File: config.mk
export PLATFORM = sky130hd
export DESIGN_NAME = counter_updown
export DESIGN_NICKNAME = d
export VERILOG_FILES = /design/src/rtl/counter_updown.sv
export SDC_FILE = /design/constraint.sdc
export NUM_CORES = 1
export LEC_CHECK = 0
export CORE_ASPECT_RATIO = 1.75
export CORE_MARGIN = 2
export CORE_UTILIZATION = 55
export CTS_BUF_LIST = sky130_fd_sc_hd__clkbuf_2
export CTS_CLUSTER_SIZE = 40
export DETAILED_ROUTE_END_ITERATION = 8
export GPL_TIMING_DRIVEN = 0
export PLACE_DENSITY = 0.78
export SLEW_MARGIN = 20
export SYNTH_ARGS = -nofsm -noshare
export SYNTH_HDL_FRONTEND = slang
export SYNTH_SLANG_ARGS = --single-unit
File: constraint.sdc
create_clock -name clk -period 6 [get_ports clk]
set_input_delay 0.9 -clock clk [delete_from_list [all_inputs] [get_ports clk]]
set_output_delay 0.9 -clock clk [all_outputs]
set_load 0.03 [all_outputs]
File: src/rtl/counter_updown.sv
// counter_updown: up/down counter with synchronous load, inclusive upper
// limit, variable step and selectable wrap-modulo-(lim+1) or saturate
// behaviour. o, wrap and ovf are registered; tc is decoded from o.
module counter_updown #(
    parameter int BUS_WIDTH   = 8,
    parameter int STEP_WIDTH  = 4,
    parameter bit SATURATE    = 1'b0,
    parameter int RESET_VALUE = 0
) (
    input  logic                  clk,
    input  logic                  rst,
    input  logic                  st,
    input  logic [BUS_WIDTH-1:0]  X,
    input  logic                  en,
    input  logic                  up,
    input  logic [STEP_WIDTH-1:0] step,
    input  logic [BUS_WIDTH-1:0]  lim,
    output logic [BUS_WIDTH-1:0]  o,
    output logic                  tc,
    output logic                  wrap,
    output logic                  ovf
);

    // Two extra bits: one for the carry of o+step, one so lim+1 never
    // overflows when lim is all-ones (full 2^BUS_WIDTH range).
    localparam int IW = BUS_WIDTH + 2;
    localparam logic [BUS_WIDTH-1:0] RST_VAL = BUS_WIDTH'(RESET_VALUE);

    logic [BUS_WIDTH-1:0] o_reg, o_next;
    logic                 wrap_reg, wrap_next;
    logic                 ovf_reg, ovf_next;

    logic [IW-1:0] o_ext, lim_ext, step_ext, lim_p1;
    logic [IW-1:0] sum, up_rem, dn_def;
    logic [BUS_WIDTH-1:0] dn_diff, dn_wrap;
    logic [BUS_WIDTH-1:0] load_val;

    assign o_ext    = {2'b00, o_reg};
    assign lim_ext  = {2'b00, lim};
    assign step_ext = IW'(step);
    assign lim_p1   = lim_ext + IW'(1);

    // Up path: raw sum and the remainder after folding past lim.
    assign sum    = o_ext + step_ext;
    assign up_rem = sum - lim_p1;

    // Down path: plain difference, and the shortfall below zero (d).
    // When d <= lim+1 the wrapped value lim+1-d always fits BUS_WIDTH bits.
    assign dn_diff = o_reg - step_ext[BUS_WIDTH-1:0];
    assign dn_def  = step_ext - o_ext;
    assign dn_wrap = lim - dn_def[BUS_WIDTH-1:0] + BUS_WIDTH'(1);

    // Load value is clamped into the legal range [0, lim].
    assign load_val = (X > lim) ? lim : X;

    // Next-state for an enabled count; holds otherwise.
    always_comb begin
        o_next    = o_reg;
        wrap_next = 1'b0;
        ovf_next  = ovf_reg;
        if (en && (step != '0)) begin
            if (up) begin
                if (sum <= lim_ext) begin
                    o_next = sum[BUS_WIDTH-1:0];
                end else begin
                    wrap_next = 1'b1;
                    if (SATURATE)
                        o_next = lim;
                    else if (up_rem <= lim_ext)
                        o_next = up_rem[BUS_WIDTH-1:0];
                    else
                        o_next = '0;
                end
            end else begin
                if (o_ext >= step_ext) begin
                    o_next = dn_diff;
                end else begin
                    wrap_next = 1'b1;
                    if (SATURATE)
                        o_next = '0;
                    else if (dn_def <= lim_p1)
                        o_next = dn_wrap;
                    else
                        o_next = lim;
                end
            end
            if (wrap_next)
                ovf_next = 1'b1;
        end
    end

    // State register with priority rst > st > count/hold.
    always_ff @(posedge clk) begin
        if (rst) begin
            o_reg    <= RST_VAL;
            wrap_reg <= 1'b0;
            ovf_reg  <= 1'b0;
        end else if (st) begin
            o_reg    <= load_val;
            wrap_reg <= 1'b0;
            ovf_reg  <= 1'b0;
        end else begin
            o_reg    <= o_next;
            wrap_reg <= wrap_next;
            ovf_reg  <= ovf_next;
        end
    end

    assign o    = o_reg;
    assign wrap = wrap_reg;
    assign ovf  = ovf_reg;
    assign tc   = up ? (o_reg == lim) : (o_reg == '0);

endmodule

After elaboration in Yosys (flattened, before gate mapping)
Cells that the tools add are included. Widths: inputs -> output; s select.

Word-level logic and storage cells: 37. Output and inout port bits: 11. Bits in registers: 10. Bits of input ports: 25.

Add/subtract/negate cells: 7. Muxes and demuxes: 13. Reduce and logical (&&, ||, !) cells: 7. $lt $le $gt $ge: 5. Bitwise operators: 1. Equal/unequal tests: 1.

Operators by type and width (number): $mux 8 (8); $le 10x8->1 (1); $le 10x9->1 (1); $sub 9x9->10 (1); $add 8x1->9 const B (1); $add 8x4->9 (1); $le 9x8->1 (1); $sub 4x8->9 (1); $add 8x1->8 const B (1); $eq 8x8->1 (1); $ge 8x4->1 (1); $gt 8x8->1 (1); $logic_not 8->1 (1); $sub 8x4->8 (1); $sub 8x8->8 (1); $mux 1 (5); $reduce_bool 4->1 (1); $reduce_or 3->1 (1); $reduce_and 2->1 (1); $reduce_bool 2->1 (1); $reduce_or 2->1 (1); $logic_and 1x1->1 (1); $not 1->1 (1).

Logic depth before layout (Yosys ltp)
Depth in word-level cells: 8. Gate-level depth with buffers: 21. Mapped depth without buffers: 20.

Least setup slack after synthesis
Ideal clock, no wire load.

Kind: input-to-reg. Start point: input step[2]. End point: register o_reg[2] (netlist: o[2]). Data arrival time: 4463 ps. Data required time: 5914 ps. Cell stages on the path: 17. Setup time: 86 ps. Slack: 1451 ps. Cells stage by stage: ha_1 > nand2b_1 > a221oi_2 > xor2_1 > ha_1 > a21o_1 > nor3_1 > nand3_1 > nand2_1 > xnor2_1 > ha_1 > a211o_1 > a2111oi_4 > o221ai_2 > nor4_4 > nand3_2 > a221oi_2.

Cells in the longest elaborated chain, start to end: 8. Elaborated cells between the ends (all ways): 20. Those cells by class: add/sub: 6; order compare: 4; mux: 7; reduce/logical: 3.

RTL lines: from (decl) (line 16) `input logic [STEP_WIDTH-1:0] step,`; $add 8x4->9 or $sub 4x8->9 (tied branches) (line 44, 50); $sub 9x9->10 or $sub 8x8->8 (tied branches) (line 45, 51); $le 10x8->1 or $add 8x1->8 (tied branches) (line 69, 51); $mux 8 (on tied branches) (line 69, 81); $mux 8 (on tied branches) (line 63, 75); $mux 8 (line 62) `if (up) begin`; $mux 8 (line 61) `if (en && (step != '0)) begin`; $mux 8 (line 98) `end else if (st) begin`; to (signal assigned) (line 99) `o_reg <= load_val;`; to (signal assigned) (line 103) `o_reg <= o_next;`; to (decl) (line 29) `logic [BUS_WIDTH-1:0] o_reg, o_next;`.

Several ways; a longest one is shown, not always the timed one. The select of a mux whose other input is x is not followed. A chain may end at the register's enable or synchronous reset.

Final worst setup path
Start point: input lim[0]. End point: register o_reg[2] (netlist: o[2]).

Cells in the longest elaborated chain, start to end: 8. Elaborated cells between the ends (all ways): 16. Those cells by class: add/sub: 4; order compare: 4; mux: 8.

RTL lines: from (decl) (line 17) `input logic [BUS_WIDTH-1:0] lim,`; $add 8x1->9 (line 41) `assign lim_p1 = lim_ext + IW'(1);`; $sub 9x9->10 (line 45) `assign up_rem = sum - lim_p1;`; $le 10x8->1 (line 69) `else if (up_rem <= lim_ext)`; $mux 8 (line 69); $mux 8 (line 63) `if (sum <= lim_ext) begin`; $mux 8 (line 62); $mux 8 (line 61); $mux 8 (*) (line 98).

Mark *: on every way between the ends. The rest lies on a longest branch, timed or not. The select of a mux whose other input is x is not followed.

==> flow_summary.yaml <==
floorplanning:
  rows: 37
  die_width_um: 63.2
  floorplan.initialDensity_pct: 57.0
  fp.dieH_um: 108
  ioPinCount: 36
  die_outline_area_um2: 6810
  core_region_area_um2: 5930
hold_path:
  hold_start: "ovf"
  holdPathEnd: "ovf"
  min_path_type: "reg -> reg"
  whs_path_cells: 1
cts:
  htree_num_levels: 1
  cts_post_setup_buffers_inserted: 0
  clk_pin_slew_ps: 120
  clock_path_buffers: 2
  cts_root_buffer: "sky130_fd_sc_hd__clkbuf_2"
  numClockSinks: 10
  cts_buffers: 3
  post_cts_resized: 0
  cts_tree: "built"
  postCtsHoldBufs: 0
  clock_insertion_delay_at_the_later_pin_of_the_skew_report_ps: 270
worst_setup_path:
  critical_path_arrival_ps: 5690
  endpoint_kind: "flip-flop"
  crit_path_top_delay_cell: "sky130_fd_sc_hd__clkdlybuf4s50_1"
  worstPathBufferInverterCount: 2
  critical_path.startpoint_type: "input port"
  cp_top_family: "simple AND/OR/NAND/NOR gates"
  critical_path_peak_fanout: 10
  critPathKind: "in -> reg"
  reg2reg_to: "o[2]"
  r2r.worst_path.cells: 19
  worstReg2RegStart: "o[1]"
  cp_data_required_time_ps: 6170
  critical_path.max_stage_delay_ps: 770
  cp_cell_sequence: "clkdlybuf4s50_1 > inv_1 > nor4_1 > nand2_1 > xnor2_1 > ha_1 > a21o_1 > nor3_1 > nand3_1 > nand2_1 > xnor2_1 > ha_1 > a211o_1 > a2111oi_4 > o221ai_2 > nor4_4 > nand3_2 > a221oi_2"
  rrSetupSlack_ps: 1060
detailed_routing:
  drt_iter0_drc: 224
  via_per_inst: 6.51
  via_count: 3502
  dr.pass1.iters: 5
  ant_nets: 0
  wl_per_cell_um: 20.2
  postRouteWirelength_um: 10900
  drc_errors: 0
final_layout:
  drive_above_1_share_pct: 6.74
  diodes: 0
  utilization_pct: 64.3
  finished_layout_cells: 538
  nFillCells: 582
  layout_commonest_cell: "sky130_fd_sc_hd__ha_1"
  final_cell_mix: "sky130_fd_sc_hd__ha_1, sky130_fd_sc_hd__inv_1, sky130_fd_sc_hd__clkdlybuf4s50_1"
  layout_cell_area_excl_fill_um2: 3810
  largest_register_ff_count: 8
  net_count_of_the_finished_layout: 559
  area_growth_from_synthesis_to_layout_pct: 12.9
yosys:
  synth_async_sr_flop_share_pct: 0
  synthDominantAreaCellType: "sky130_fd_sc_hd__ha_1"
  share_of_the_synthesized_area_in_compound_gates_ao_oa_aoi_oai_pct: 26.6
  yosys_warnings: 0
  combinational_family_with_the_most_area_after_synthesis: "adder cells"
  synth.top_cells.by_area: "sky130_fd_sc_hd__ha_1, sky130_fd_sc_hd__xnor2_1, sky130_fd_sc_hd__dfxtp_1, sky130_fd_sc_hd__inv_1, sky130_fd_sc_hd__a21oi_1"
  synth.cell_area_um2: 3380
  netlist_instances: 424
  netlist-cell-type-count: 71
  yosys-mux-area-fraction_pct: 3.37
  synth_adder_area_share_pct: 28.2
  synth.yosys.seq_area_share_pct: 5.93
  synth_simple_gate_area_share_pct: 20.4
  synth_top_flop_cell: "sky130_fd_sc_hd__dfxtp_1"
  synth_xor_area_share_pct: 9.34
  syn_nets: 522
  synth_area_per_cell_um2: 7.96
  synth_enable_flop_cells: 0
  ys_seq_elements: 10
  yosys.area.top_type_share_pct: 25.2
status:
  outcome: "finished, final reports clean"
global_route:
  grt_start_max_net_pins: 11
  number_of_antenna_violations_at_the_first_check_in_global_routing: 0
  grt_use_total_pct: 33.3
  number_of_global_route_vias_before_repair: 3642
  wire_length_of_the_first_global_routing_pass_um: 17700
  grt-ovfl-total: 0
timing:
  fin_worst_skew_ps: 16.1
  timing.final.crit_share_pct: 91.9
  hold_violations: 0
  layout_setup_ws_ps: 483
  worst_case_headroom_to_the_max_slew_limit_pct: 43.8
  clock.fmax_mhz: 181
  finalSetupViolations: 0
  rsz0062_at_grt: "no"
  fin_setup_tns_ps: 0
  worst_slew_pin_tran_ps: 836
  final-max-slew-violation-count: 0
  fin_worst_hold_slack_ps: 468
  period_needed_ps: 5520
placement:
  pre_cts_slack_ps: 264
  place_congestion: 1.02
  place.port_buffers: 32
  postPlaceCellArea_um2: 3790
  post-dp-hpwl_um: 9130
  numPlacedInstances: 534
power_and_ir_drop:
  seq_power_share_pct: 9.4
  power.switching_fraction_pct: 54.3
  fin_total_pwr_mw: 0.921
  power.ir.vdd_worst_mv: 0.165
  switchingPower_mw: 0.500
  pwr-share-clk_pct: 4.3
  p_int_mw: 0.421
  p_per_area_nw_per_um2: 241
  leakage_nw: 1.67
  power.share.combinational_pct: 86.3
job:
  maxCapViolations: 0
## area by class of cell
type,count,area (µm²),area share [%]
Tap cell,78,97.6,2.56
Multi-Input combinational cell,362,2970,77.8
Buffer,11,53.8,1.41
Clock inverter,1,3.75,0.0985
Sequential cell,10,200,5.25
Clock buffer,3,15.0,0.394
Inverter,41,154,4.04
Timing Repair Buffer,32,320,8.40
## per-layer routing
metal  track usage, %  vias up  part of all wire, %
li1                 -     1654                    -
met1             35.6     1664                   38
met2             59.3      135                   49
met3             1.99       49                  4.2
met4             27.2        0                  8.5
met5                0        -                    0
## how the worst max path moves through the flow
| stage | start | endpoint | cells past startpoint |
|---|---|---|---|
| finish | lim[0] | o[2] | 18 |
| global route | step[1] | o[2] | 19 |
| floorplan | step[2] | o[2] | 17 |
| global placement | step[1] | o[2] | 19 |
| CTS | step[1] | o[2] | 18 |
| detailed placement | step[1] | o[2] | 18 |
## synth_stat cells (all sizes together) (7+ instances only)
library cell  count
ha               68
inv              40
a21oi            28
nor2             24
xnor2            23
nand2            21
nand3            15
o21ai            14
xor2             13
a21o             10
dfxtp            10
nand2b            9
nand4             9
nor3              9
nor4              9
a31oi             8
mux2i             8
a211o             7
## cells by family (layout without fill, tap and decap cells)
| group | after synthesis | after routing |
|---|---|---|
| mux | 11 | 11 |
| fa+ha+maj | 73 | 73 |
| flops | 10 | 10 |
| compound gates | 121 | 121 |
| buf+inv | 52 | 88 |
| xor+xnor | 36 | 36 |
| simple gates | 121 | 121 |
## power groups by stage
stage	sequential, mW	clock, mW	combinational, mW
floorplan	0.0984	0	0.569
global placement	0.0871	0	0.750
detailed placement	0.0876	0	0.777
CTS	0.0860	0.0381	0.782
global route	0.0878	0.0401	0.880
finish	0.0866	0.0397	0.794
No activity file was read; power rests on OpenSTA's default activity.
